$ cat src/rtl/rv32i_types.sv
// Shared core types; the store commit scheduler takes its FSM encoding from here.
package rv32i_types;

  typedef enum logic [1:0] {
    IDLE,
    ISSUE,
    KICK
  } store_commit_state_t;

endpackage

$ cat src/rtl/commit_tag_fifo.sv
// Generic FIFO with wrap-bit pointers; head_data is a combinational read of the oldest entry.
// Push while full and pop while empty are dropped internally; no same-cycle bypass in either direction.
module commit_tag_fifo #(
  parameter int DEPTH = 8,
  parameter int WIDTH = 4
) (
  input  logic             clk,
  input  logic             rst_n,
  input  logic             push,
  input  logic [WIDTH-1:0] push_data,
  input  logic             pop,
  output logic [WIDTH-1:0] head_data,
  output logic             full,
  output logic             empty
);

  localparam int AW = $clog2(DEPTH);

  logic [AW:0]      head_q, head_d;
  logic [AW:0]      tail_q, tail_d;
  logic [WIDTH-1:0] mem_q [DEPTH];
  logic             do_push;
  logic             do_pop;

  // The extra MSB distinguishes full from empty when the low index bits match.
  assign full      = (head_q[AW] != tail_q[AW]) && (head_q[AW-1:0] == tail_q[AW-1:0]);
  assign empty     = (head_q == tail_q);
  assign head_data = mem_q[head_q[AW-1:0]];

  always_comb begin
    do_push = push && !full;
    do_pop  = pop && !empty;
    tail_d  = tail_q + {{AW{1'b0}}, do_push};
    head_d  = head_q + {{AW{1'b0}}, do_pop};
  end

  always_ff @(posedge clk) begin
    if (!rst_n) begin
      head_q <= '0;
      tail_q <= '0;
    end else begin
      head_q <= head_d;
      tail_q <= tail_d;
    end
  end

  always_ff @(posedge clk) begin
    if (do_push) begin
      mem_q[tail_q[AW-1:0]] <= push_data;
    end
  end

endmodule

$ cat src/rtl/store_commit_sched.sv
// Drains retired stores to the dcache in commit order, one write at a time, then frees the tag.
// Commit to ISSUE takes 2 cycles from an empty idle queue; the tag kick follows dmem_resp by 1 cycle.
module store_commit_sched
  import rv32i_types::*;
#(
  parameter int TAG_DEPTH = 16,
  parameter int CQ_DEPTH  = 8
) (
  input  logic                         clk,
  input  logic                         rst_n,
  input  logic                         commit_valid,
  input  logic [$clog2(TAG_DEPTH)-1:0] commit_tag,
  output logic                         commit_ready,
  output logic [$clog2(TAG_DEPTH)-1:0] stq_rd_tag,
  input  logic [31:0]                  stq_rd_addr,
  input  logic [31:0]                  stq_rd_wdata,
  input  logic [3:0]                   stq_rd_wmask,
  output logic [31:0]                  dmem_addr,
  output logic [31:0]                  dmem_wdata,
  output logic [3:0]                   dmem_wmask,
  input  logic                         dmem_resp,
  output logic [$clog2(TAG_DEPTH)-1:0] wb_store_tag,
  output logic                         wb_store_tag_kick,
  output logic                         committed_pending
);

  localparam int TAG_W = $clog2(TAG_DEPTH);

  store_commit_state_t state_q, state_d;
  logic [31:0]         addr_q, addr_d;
  logic [31:0]         wdata_q, wdata_d;
  logic [3:0]          wmask_q, wmask_d;
  logic [TAG_W-1:0]    tag_q, tag_d;
  logic                kick_q, kick_d;
  logic [TAG_W-1:0]    head_tag;
  logic                fifo_full;
  logic                fifo_empty;
  logic                fifo_pop;

  commit_tag_fifo #(
    .DEPTH (CQ_DEPTH),
    .WIDTH (TAG_W)
  ) u_commit_tag_fifo (
    .clk       (clk),
    .rst_n     (rst_n),
    .push      (commit_valid && !fifo_full),
    .push_data (commit_tag),
    .pop       (fifo_pop),
    .head_data (head_tag),
    .full      (fifo_full),
    .empty     (fifo_empty)
  );

  assign commit_ready      = !fifo_full;
  assign stq_rd_tag        = head_tag;
  assign dmem_addr         = addr_q;
  assign dmem_wdata        = wdata_q;
  assign dmem_wmask        = (state_q == ISSUE) ? wmask_q : 4'h0;
  assign wb_store_tag      = tag_q;
  assign wb_store_tag_kick = kick_q;
  assign committed_pending = !fifo_empty || (state_q != IDLE);

  // The head entry stays in the FIFO until the dcache acknowledges it, so it
  // still counts toward full while the write is in flight.
  always_comb begin
    state_d  = state_q;
    addr_d   = addr_q;
    wdata_d  = wdata_q;
    wmask_d  = wmask_q;
    tag_d    = tag_q;
    kick_d   = 1'b0;
    fifo_pop = 1'b0;
    case (state_q)
      IDLE: begin
        if (!fifo_empty) begin
          addr_d  = stq_rd_addr;
          wdata_d = stq_rd_wdata;
          wmask_d = stq_rd_wmask;
          tag_d   = head_tag;
          state_d = ISSUE;
        end
      end
      ISSUE: begin
        if (dmem_resp) begin
          fifo_pop = 1'b1;
          wmask_d  = 4'h0;
          kick_d   = 1'b1;
          state_d  = KICK;
        end
      end
      KICK: begin
        state_d = IDLE;
      end
      default: begin
        wmask_d = 4'h0;
        state_d = IDLE;
      end
    endcase
  end

  always_ff @(posedge clk) begin
    if (!rst_n) begin
      state_q <= IDLE;
      addr_q  <= '0;
      wdata_q <= '0;
      wmask_q <= '0;
      tag_q   <= '0;
      kick_q  <= 1'b0;
    end else begin
      state_q <= state_d;
      addr_q  <= addr_d;
      wdata_q <= wdata_d;
      wmask_q <= wmask_d;
      tag_q   <= tag_d;
      kick_q  <= kick_d;
    end
  end

endmodule
$ cat config.mk
export PLATFORM = sky130hd
export DESIGN_NAME = store_commit_sched
export DESIGN_NICKNAME = d
export VERILOG_FILES = /design/src/rtl/rv32i_types.sv /design/src/rtl/commit_tag_fifo.sv /design/src/rtl/store_commit_sched.sv
export SDC_FILE = /design/constraint.sdc
export NUM_CORES = 1
export LEC_CHECK = 0
export BUFFER_PORTS_ARGS = -buffer_cell sky130_fd_sc_hd__clkbuf_2
export CORE_ASPECT_RATIO = 2
export CORE_MARGIN = 2
export CORE_UTILIZATION = 34
export DETAILED_ROUTE_END_ITERATION = 6
export PLACE_DENSITY = 0.64
export SYNTH_ARGS = -nofsm -noshare
export SYNTH_HDL_FRONTEND = slang
export SYNTH_HIERARCHICAL = 1
export SYNTH_SLANG_ARGS = --single-unit
$ cat constraint.sdc
create_clock -name clk -period 2.35 [get_ports clk]
set_clock_uncertainty 0.2 [all_clocks]
set_input_delay 0.47 -clock clk [delete_from_list [all_inputs] [get_ports clk]]
set_output_delay 0.47 -clock clk [all_outputs]
set_load 0.05 [all_outputs]
Yosys cells after proc, flatten, opt, wreduce, memory -nomap -nowiden
Memories as Yosys holds them, arrays and structs flattened. A register that Yosys moved wholly into a read port is not among the register bits. Index checks and enable logic that the tools add are counted.

RAM bits: 32. Flip-flop bits (word level): 83. Logic and storage cells: 44. Output and inout port bits: 79. Memories kept: 1.

Memories: u_commit_tag_fifo.mem_q (depth 8, width 4, read ports 1, clocked after Yosys merged registers in 1, wr ports 1, line commit_tag_fifo.sv:21) `logic [WIDTH-1:0] mem_q [DEPTH];`.

Equality and inequality tests: 7. Mux-type cells: 12. Add/subtract/negate cells: 2. Reduce and logical (&&, ||, !) cells: 12. Bitwise gates (word level): 2.

Operators with widths (count): $mux W4 (3); $pmux W4 S3 (1); $add A4 B1 Y4 (2); $eq A4 B4 Y1 (1); $logic_and A1 B1 Y1 (4); $mux W1 (4); $mux W2 (2); $ne A2 B2 Y1 const B (2); $pmux W2 S2 (1); $reduce_and A2 Y1 (2); $eq A3 B3 Y1 (1); $mux W3 (1); $reduce_and A3 Y1 (1); $eq A2 B1 Y1 const B (1); $eq A2 B2 Y1 const B (1); $logic_not A1 Y1 (2); $logic_not A2 Y1 (1); $not A1 Y1 (2); $reduce_bool A2 Y1 (1); $logic_or A1 B1 Y1 (1); $ne A1 B1 Y1 (1).

Depth between registers and ports, before layout
Gate-level depths: netlist of the first run.

Depth after elaboration: 7. Depth in mapped cells: 10. Gate-level depth less buffers: 9.

Cells and area by module
The synthesis of the first run kept the hierarchy.

Modules (own cells, without submodules): store_commit_sched (times used 1, cells each 332, seq. area each 1501.4 um^2, area each 2855.2 um^2); commit_tag_fifo (times used 1, cells each 99, seq. area each 1121.1 um^2, area each 1721.7 um^2).

Least setup slack after synthesis of the first run
Ideal clock, no wire load.

Path type: register to output. From: register u_commit_tag_fifo.tail_q[0]. To: output committed_pending. Cell stages (with the launch flop): 6. Path slack: 30 ps. Required time: 1680 ps. Buffers on the path: 1. Arrival time: 1650 ps. Cell sequence: dfxtp_1 > buf_4 > xnor2_1 > nand2_1 > nor3_1 > nand2_1.

Cells in the longest elaborated chain, start to end: 3.

RTL lines: start: declaration (line commit_tag_fifo.sv:20) `logic [AW:0] tail_q, tail_d;`; start signal: assignment (line commit_tag_fifo.sv:43) `tail_q <= tail_d;`; $eq A4 B4 Y1 (line commit_tag_fifo.sv:27) `assign empty = (head_q == tail_q);`; via fifo_empty (line store_commit_sched.sv:37) `logic fifo_empty;`; $logic_not A1 Y1 (line store_commit_sched.sv:61) `assign committed_pending = !fifo_empty || (state_q != IDLE);`; $logic_or A1 B1 Y1 (line store_commit_sched.sv:61); end: declaration (line store_commit_sched.sv:24) `output logic committed_pending`.

The timed path passes the listed nets, and every way through them passes these cells.

==> results_dict.tcl, run 1 <==
set metrics [dict create \
    outcome "complete, but fails checks" \
    violations "negative setup slack" \
    core-area_mm2 0.0133 \
    tightest_slew_ps 460 \
    via_count 3555 \
    clk_latency_ps 410 \
    clk_path_buf_depth 2 \
    cap_violations 0 \
    synth_nets 511 \
    crit_end "stq_rd_tag[1]" \
    syn_inst 431 \
    first_global_vias 3414 \
    cp-start-kind "flip-flop" \
    r2r-start "u_commit_tag_fifo/head_q[0]" \
    clkSinkCount 115 \
    synth_compound_area_frac 0.125 \
    dp_cells 729 \
    viasPerCell 4.66 \
    grt_max_degree 51 \
    antenna_found_initial 0 \
    ff2ff_path_depth 9 \
    p_sw_uw 2090 \
    postCtsHoldBufs 0 \
    p_int_uw 4120 \
    cts.htree.levels 4 \
    arrival_ps 1910 \
    hold_path_depth 2 \
    stdcell_count 763 \
    finalMaxSlewViolations 0 \
    period_share 1.10 \
    mappedNetlistArea_mm2 0.00458 \
    area_delta_synth_final_pct 37.0 \
    synth_top_family_by_area "simple AND/OR/NAND/NOR gates" \
    synth-xor-area-share 0.0172 \
    timing.rr.end "u_commit_tag_fifo/tail_q[2]" \
    cp-end-kind "output port" \
    n_antenna_cell 0 \
    r2r_slack_ps 200 \
    seqPwrFrac 0.371 \
    die_area_mm2 0.0145 \
    setup_violations 5 \
    track_usage 0.144 \
    ir_drop_v 0.000497 \
    p_leak_uw 0.00270 \
    synth-simple-area-share 0.176 \
    fin_util 0.472 \
    final_antenna_net_count 0 \
    rsz0062_at_grt "true" \
    p_sw_frac 0.337 \
    clkPwrFrac 0.407 \
    die_w_um 86.0 \
    dpl_worst_slack_ps 112 \
    yosysUniqueCellTypes 33 \
    first_iter_violations 117 \
    finalWorstSetupSlack_ps -229 \
    totalWireLength_um 10300 \
    wire_per_inst_um 13.5 \
    cts-root-buf "clkbuf_16" \
    critical_path_required_ps 1680 \
    cp_max_fo 5 \
    grt_overflow 0 \
    ys_warn_count 6 \
    synth.area.mux_share 0.0558 \
    post-route-min-period_ps 2580 \
    nets 675 \
    timing.fmax_mhz 388 \
    drc 0 \
    place_congestion 0.760 \
    numCtsBuffers 17 \
    rows 60 \
    grt_first_pass_wirelength_um 16500 \
    hold_viol_final 0 \
    critPathKind "flip-flop to output port" \
    syn_avg_cell_area_um2 10.6 \
    initial_utilization 0.344 \
    ys_seq_area_frac 0.573 \
    hpwlAfterDp_um 7000 \
    timing.slew.headroom 0.692 \
    cts_tree "yes" \
    clk_pin_slew_worst_paths_ps 60 \
    portBuffers 154 \
    ys_seq_elements 115 \
    drive_above_1_share 0.377 \
    hp-class "primary input to flip-flop" \
    die_y_um 168 \
    ios 155 \
    startpoint "u_commit_tag_fifo/head_q[0]" \
    cellPowerDensity_mw_per_mm2 990 \
    pwr-share-comb 0.222 \
    synthAdderAreaFrac 0.0109 \
    dr.pass1.iters 4 \
]
layout make-up:
class | instances | area [µm²]
clock buffers | 17 | 425
clock inverters | 15 | 154
fillers | 1278 | 7020
repair buffers | 176 | 1080
well taps | 155 | 194
inverters | 3 | 11.3
flip-flops and latches | 115 | 2630
multi-input cells | 282 | 1770
state kept, by name, summed over array words and instances (netlist names):
register	flops
wb_store_tag	4
u_commit_tag_fifo/head_q	4
u_commit_tag_fifo/tail_q	4
dmem_addr	32
state_q	2
wb_store_tag_kick	1
wmask_q	4
dmem_wdata	32
u_commit_tag_fifo/mem_q	32
cells in the mapped netlist:
cell type / number / share of area
nand2_1: 139 / 0.11
dfxtp_1: 83 / 0.36
a21boi_0: 48 / 0.079
edfxtp_1: 32 / 0.21
a21boi_1: 20 / 0.033
and2_1: 15 / 0.021
buf_2: 12 / 0.013
clkbuf_1: 11 / 0.0090
mux4_1: 8 / 0.046
buf_6: 5 / 0.012
nor3b_1: 5 / 0.0082
xnor2_1: 5 / 0.0096
and3_1: 4 / 0.0055
ha_1: 4 / 0.011
mux2_2: 4 / 0.0098
nor2_1: 4 / 0.0033
xor2_1: 4 / 0.0077
a32o_1: 3 / 0.0066
buf_4: 3 / 0.0049
inv_1: 3 / 0.0025
nor4b_1: 3 / 0.0057
nand3_1: 2 / 0.0022
nand4_1: 2 / 0.0027
nor2b_1: 2 / 0.0027
o31a_1: 2 / 0.0038
a21oi_1: 1 / 0.0011
and3b_1: 1 / 0.0019
nor3_1: 1 / 0.0011
nor3_4: 1 / 0.0036
nor4_1: 1 / 0.0014
nor4bb_1: 1 / 0.0022
o2bb2ai_1: 1 / 0.0019
or3_1: 1 / 0.0014
per-layer routing:
metal,share of wire,vias up,wire [µm],GRT usage
li1,-,1790,-,-
met1,0.45,1612,4630,0.185
met2,0.45,140,4650,0.216
met3,0.084,13,857,0.0544
met4,0.012,0,122,0.0580
met5,0,-,0,0
through the flow:
stage	setup TNS (ps)	total power, µW	instance area (µm²)	hold slack, ps
finish	-952	6210	6270	75.7
global route	-1380	6510	6270	61.7
CTS	-1090	6300	6250	56.9
detailed placement	0	3690	5550	249
global placement	0	3670	5550	241
floorplan	0	3330	4580	260
kinds of logic after synthesis:
family | count (synthesis)
adder cells (fa/ha/maj) | 4
AND/OR/NAND/NOR | 182
multiplexers | 12
flip-flops | 115
AO/OA/AOI/OAI | 75
XOR/XNOR | 9
buffers and inverters | 34
power groups by stage:
stage	logic [µW]	clock network [µW]	registers (µW)
2_1_floorplan	513	0	2820
3_3_place_gp	1330	0	2340
3_5_place_dp	1350	0	2340
4_1_cts	1400	2600	2300
5_1_grt	1490	2700	2320
6_report	1380	2530	2300
timing repair:
item,CTS,global route
setup buffers,1,0
endpoints found under the hold margin,0,0
pin swaps,1,0
cloned,1,0
gates resized for setup,32,4
endpoints found under the setup margin,10,24
cells in the final DEF (no fill, tap or decap), types with 3 or more instances in the layout:
cell type	count
xnor2_1	4
inv_6	12
nor2_1	4
mux4_2	8
buf_4	18
clkbuf_2	148
mux2_4	4
clkbuf_16	21
xor2_1	3
edfxtp_1	32
nand2_1	139
ha_1	4
buf_12	3
a32o_1	3
a21boi_1	20
nor4b_1	3
dfxtp_1	81
a21boi_0	48
nor3b_1	5
and3_1	4
and2_1	15
worst min-delay path by stage:
stage / to / slack [ps] / start
finish: wmask_q[2] / 80 / stq_rd_wmask[2]
global route: dmem_addr[5] / 60 / stq_rd_addr[5]
CTS: wmask_q[2] / 60 / stq_rd_wmask[2]
detailed placement: dmem_addr[0] / 250 / dmem_addr[0]
global placement: dmem_addr[7] / 240 / dmem_addr[7]
floorplan: wmask_q[0] / 260 / wmask_q[0]
critical path: stages (launching register included):
cell       delay, ps
dfxtp_4          390
buf_16           140
mux4_2           490
mux2_4           300
clkbuf_16        170
(Power assumes the default switching activity.)
==> run 2: changes to the inputs <==
- CORE_UTILIZATION: 34 -> 26
- PLACE_DENSITY: 0.64 -> 0.51
- clock period: 2.35 -> 3.1 ns (I/O delays scaled with it)
==> results_dict.tcl, run 2 (same netlist as run 1, synthesis figures left out) <==
set metrics [dict create \
    r2r_slack_ps 590 \
    p_leak_uw 0.00259 \
    critical_path_required_ps 2280 \
    ff2ff_path_depth 7 \
    fin_util 0.353 \
    hold_viol_final 0 \
    tns_ps 0 \
    area_delta_synth_final_pct 33.3 \
    crit_slowest_cell "mux4_1" \
    cpLargestDelayFamily "multiplexers" \
    final_antenna_net_count 0 \
    cp-end-kind "output port" \
    grt_first_pass_wirelength_um 18600 \
    nets 666 \
    dr.pass1.iters 4 \
    post-route-min-period_ps 2870 \
    track_usage 0.130 \
    p_int_uw 3050 \
    layout_common_cells "clkbuf_2, nand2_1, dfxtp_1" \
    worstPathBufferInverterCount 1 \
    p_sw_uw 1540 \
    cts_tree "yes" \
    tightest_slew_ps 505 \
    startpoint "u_commit_tag_fifo/head_q[0]" \
    antenna_found_initial 0 \
    critPathMaxStageDelay_ps 600 \
    p_sw_frac 0.335 \
    outcome "complete, no violations" \
    final_common_cell "clkbuf_2" \
    ir_drop_v 0.000362 \
    rsz0062_at_grt "false" \
    period_share 0.927 \
    path_depth 3 \
    finalWorstSetupSlack_ps 226 \
    finalMaxSlewViolations 0 \
    crit_end "stq_rd_tag[2]" \
    clk_latency_ps 420 \
    cp_cell_sequence "mux4_1, mux2_2, clkbuf_2" \
    cap_violations 0 \
    die_area_mm2 0.0187 \
    arrival_ps 2050 \
    place_congestion 0.718 \
    clkPwrFrac 0.404 \
    drive_above_1_share 0.344 \
    top_usage_layer "met2" \
    timing.slew.headroom 0.663 \
    setup_violations 0 \
    cp-start-kind "flip-flop" \
    dpl_worst_slack_ps 452 \
    n_antenna_cell 0 \
    dpl_cell_area_mm2 0.00553 \
    viasPerCell 4.48 \
    first_global_vias 3763 \
    first_iter_violations 91 \
    cts-root-buf "clkbuf_16" \
    via_count 3621 \
    r2r-start "u_commit_tag_fifo/head_q[1]" \
    totalWireLength_um 11800 \
    timing.fmax_mhz 348 \
    numCtsBuffers 17 \
    grt_util_met1 0.111 \
    die_w_um 97.8 \
    initial_utilization 0.265 \
    grt_overflow 0 \
    die_y_um 192 \
    cellPowerDensity_mw_per_mm2 753 \
    core-area_mm2 0.0173 \
    grt_use_met2 0.261 \
    pwr-share-comb 0.214 \
    postCtsHoldBufs 0 \
    cp_max_fo 10 \
    hpwlAfterDp_um 8950 \
    rows 68 \
    cts.htree.levels 4 \
    seqPwrFrac 0.382 \
    clk_path_buf_depth 2 \
    hold_path_depth 2 \
    clk_pin_slew_worst_paths_ps 60 \
    critPathKind "flip-flop to output port" \
    holdWs_ps 222 \
    grt_max_degree 44 \
    grt_util_met3 0.0346 \
    portBuffers 154 \
    final_area_mm2 0.00610 \
    timing.rr.end "u_commit_tag_fifo/mem_q[0][0]" \
    clkSinkCount 115 \
    hp-class "primary input to flip-flop" \
    ios 155 \
    wire_per_inst_um 14.6 \
    drc 0 \
]
-- run 2: cell count changes in the layout (fill, tap and decap cells not counted), moves of 4 or more --
| cell | previous run | this run |
|---|---|---|
| inv_6 | 12 | 3 |
| mux4_1 | 0 | 8 |
| mux4_2 | 8 | 0 |
| clkbuf_2 | 148 | 154 |
| buf_4 | 18 | 13 |
| clkbuf_16 | 21 | 17 |
| clkinvlp_4 | 1 | 5 |
| mux2_2 | 0 | 4 |
| mux2_4 | 4 | 0 |
-- run 2: timing repair --
item	in CTS	in global routing
resized for setup	1	0
setup endpoints to repair	2	0
buffers inserted	0	0
-- run 2: worst min-delay path by stage --
stage | from | end | slack (ps)
detailed placement | dmem_addr[10] | dmem_addr[10] | 250
floorplan | wmask_q[0] | wmask_q[0] | 260
finish | stq_rd_wmask[2] | wmask_q[2] | 220
global placement | dmem_wdata[24] | dmem_wdata[24] | 240
CTS | stq_rd_wdata[23] | dmem_wdata[23] | 200
global route | stq_rd_wmask[1] | wmask_q[1] | 210
-- run 2: layout make-up --
type	count	area, µm²
sequential	115	2620
multi-input combinational	282	1760
clock inverter	14	130
inverter	3	11.3
tap	210	263
timing repair buffer	167	868
clock buffer	18	439
fill	1781	11200
-- run 2: through the flow --
stage                     instances  power [µW]
after floorplan                 431        2520
after global placement          777        2770
after detailed placement        777        2790
after CTS                       809        4680
after global routing            809        4810
final                           809        4590
-- run 2: layer usage --
metal / up-vias / wire [µm] / share of wire
met1: 1710 / 3950 / 0.33
met4: 0 / 343 / 0.029
met3: 18 / 524 / 0.044
met5: - / 0 / 0
li1: 1780 / - / -
met2: 113 / 7010 / 0.59
-- run 2: power by group through the flow --
stage               clock, µW  combinational, µW  sequential [µW]
floorplan                   0                389             2140
global route             1970               1060             1770
finish                   1850                983             1750
detailed placement          0               1000             1790
CTS                      1930               1000             1750
global placement            0                985             1780
==> run 3: changes to the inputs <==
- BUFFER_PORTS_ARGS: -buffer_cell sky130_fd_sc_hd__clkbuf_2 -> -buffer_cell sky130_fd_sc_hd__buf_4
- CTS_BUF_LIST: not set -> sky130_fd_sc_hd__clkbuf_8
==> results_dict.tcl, run 3 (same netlist as run 1, synthesis figures left out) <==
set metrics [dict create \
    ir_drop_v 0.000477 \
    nets 663 \
    timing.slew.headroom 0.514 \
    wire_per_inst_um 15.0 \
    critPathMaxStageDelay_ps 590 \
    grt_max_degree 85 \
    grt_overflow 0 \
    grt_first_pass_wirelength_um 18700 \
    place_congestion 0.725 \
    tns_ps 0 \
    p_leak_uw 0.00262 \
    dpl_worst_slack_ps 520 \
    post-route-min-period_ps 2850 \
    final_antenna_net_count 0 \
    layout_common_cells "buf_4, nand2_1, dfxtp_1" \
    portBuffers 154 \
    cap_violations 0 \
    cp_max_fo 10 \
    viasPerCell 4.38 \
    cp-end-kind "output port" \
    numCtsBuffers 17 \
    outcome "complete, no violations" \
    critical_path_required_ps 2280 \
    rsz0062_at_grt "false" \
    critPathKind "flip-flop to output port" \
    hold_viol_final 0 \
    finalWorstSetupSlack_ps 252 \
    fill_cells 1754 \
    timing.fmax_mhz 351 \
    antenna_found_initial 0 \
    cp_cell_sequence "mux4_1, mux2_2, buf_4" \
    dpl_cell_area_mm2 0.00590 \
    first_iter_violations 59 \
    first_global_vias 3523 \
    hp-class "primary input to flip-flop" \
    clk_latency_ps 440 \
    cpLargestDelayFamily "multiplexers" \
    finalMaxSlewViolations 0 \
    clk_pin_slew_worst_paths_ps 80 \
    clkSinkCount 115 \
    cts-root-buf "clkbuf_8" \
    rows 68 \
    initial_utilization 0.265 \
    crit_slowest_cell "mux4_1" \
    tightest_slew_ps 729 \
    ios 155 \
    final_area_mm2 0.00628 \
    core-area_mm2 0.0173 \
    cts_tree "yes" \
    setup_violations 0 \
    track_usage 0.133 \
    worstPathBufferInverterCount 1 \
    hpwlAfterDp_um 8810 \
    arrival_ps 2030 \
    cellPowerDensity_mw_per_mm2 667 \
    die_y_um 192 \
    die_w_um 97.8 \
    dr.pass1.iters 4 \
    via_count 3531 \
    die_area_mm2 0.0187 \
    n_antenna_cell 0 \
    holdWs_ps 195 \
    clk_path_buf_depth 2 \
    period_share 0.919 \
    totalWireLength_um 12100 \
    cts.htree.levels 4 \
    cp-start-kind "flip-flop" \
    drive_above_1_share 0.339 \
    area_delta_synth_final_pct 37.3 \
    drc 0 \
    final_common_cell "buf_4" \
]
## run 3: changes by cell type in the layout (fill, tap and decap cells not counted), sizes merged
cell / delta
clkbuf: -155
buf: +151
inv: +5
clkinvlp: -3
clkinv: -1
## run 3: through the flow
stage               power (µW)  utilization  instances
finish                    4190        0.364        806
global route              4420        0.364        806
CTS                       4280        0.364        806
detailed placement        2890        0.342        774
global placement          2880        0.342        774
floorplan                 2520            -        431
## run 3: cell type report
| cell class | instances | area [µm²] | area share |
|---|---|---|---|
| Clock buffer | 17 | 234 | 0.0372 |
| Tap cell | 210 | 263 | 0.0418 |
| Inverter | 3 | 11.3 | 0.00179 |
| Clock inverter | 15 | 144 | 0.0229 |
| Multi-Input combinational cell | 282 | 1760 | 0.281 |
| Sequential cell | 115 | 2620 | 0.418 |
| Timing Repair Buffer | 164 | 1240 | 0.198 |
## run 3: worst paths after layout
| check | end | slack (ps) | cells after the start | from |
|---|---|---|---|---|
| max | stq_rd_tag[0] | 250 | 3 | u_commit_tag_fifo/head_q[0] |
| min reg2reg | dmem_addr[0] | 250 | 2 | dmem_addr[0] |
| min | wmask_q[0] | 190 | 2 | stq_rd_wmask[0] |
| max reg2reg | u_commit_tag_fifo/mem_q[0][0] | 610 | 7 | u_commit_tag_fifo/head_q[1] |
## run 3: what timing repair did
action / in CTS / in global routing
gates resized for setup: 0 / 1
hold buffers: 0 / 0
setup endpoints to repair: 0 / 2
setup buffers: 0 / 0
## run 3: power by group
part	switching (µW)	total, µW	internal, µW	leakage [µW]
clock network	697	1350	653	0.000188
logic	738	1090	351	0.00146
registers	76.9	1750	1670	0.000970
## run 3: routing by layer
metal | GRT usage | share of wire | vias up
met5 | 0 | 0 | -
met4 | 0.0625 | 0.020 | 0
met3 | 0.0357 | 0.048 | 16
met2 | 0.268 | 0.61 | 103
met1 | 0.118 | 0.32 | 1645
li1 | - | - | 1767
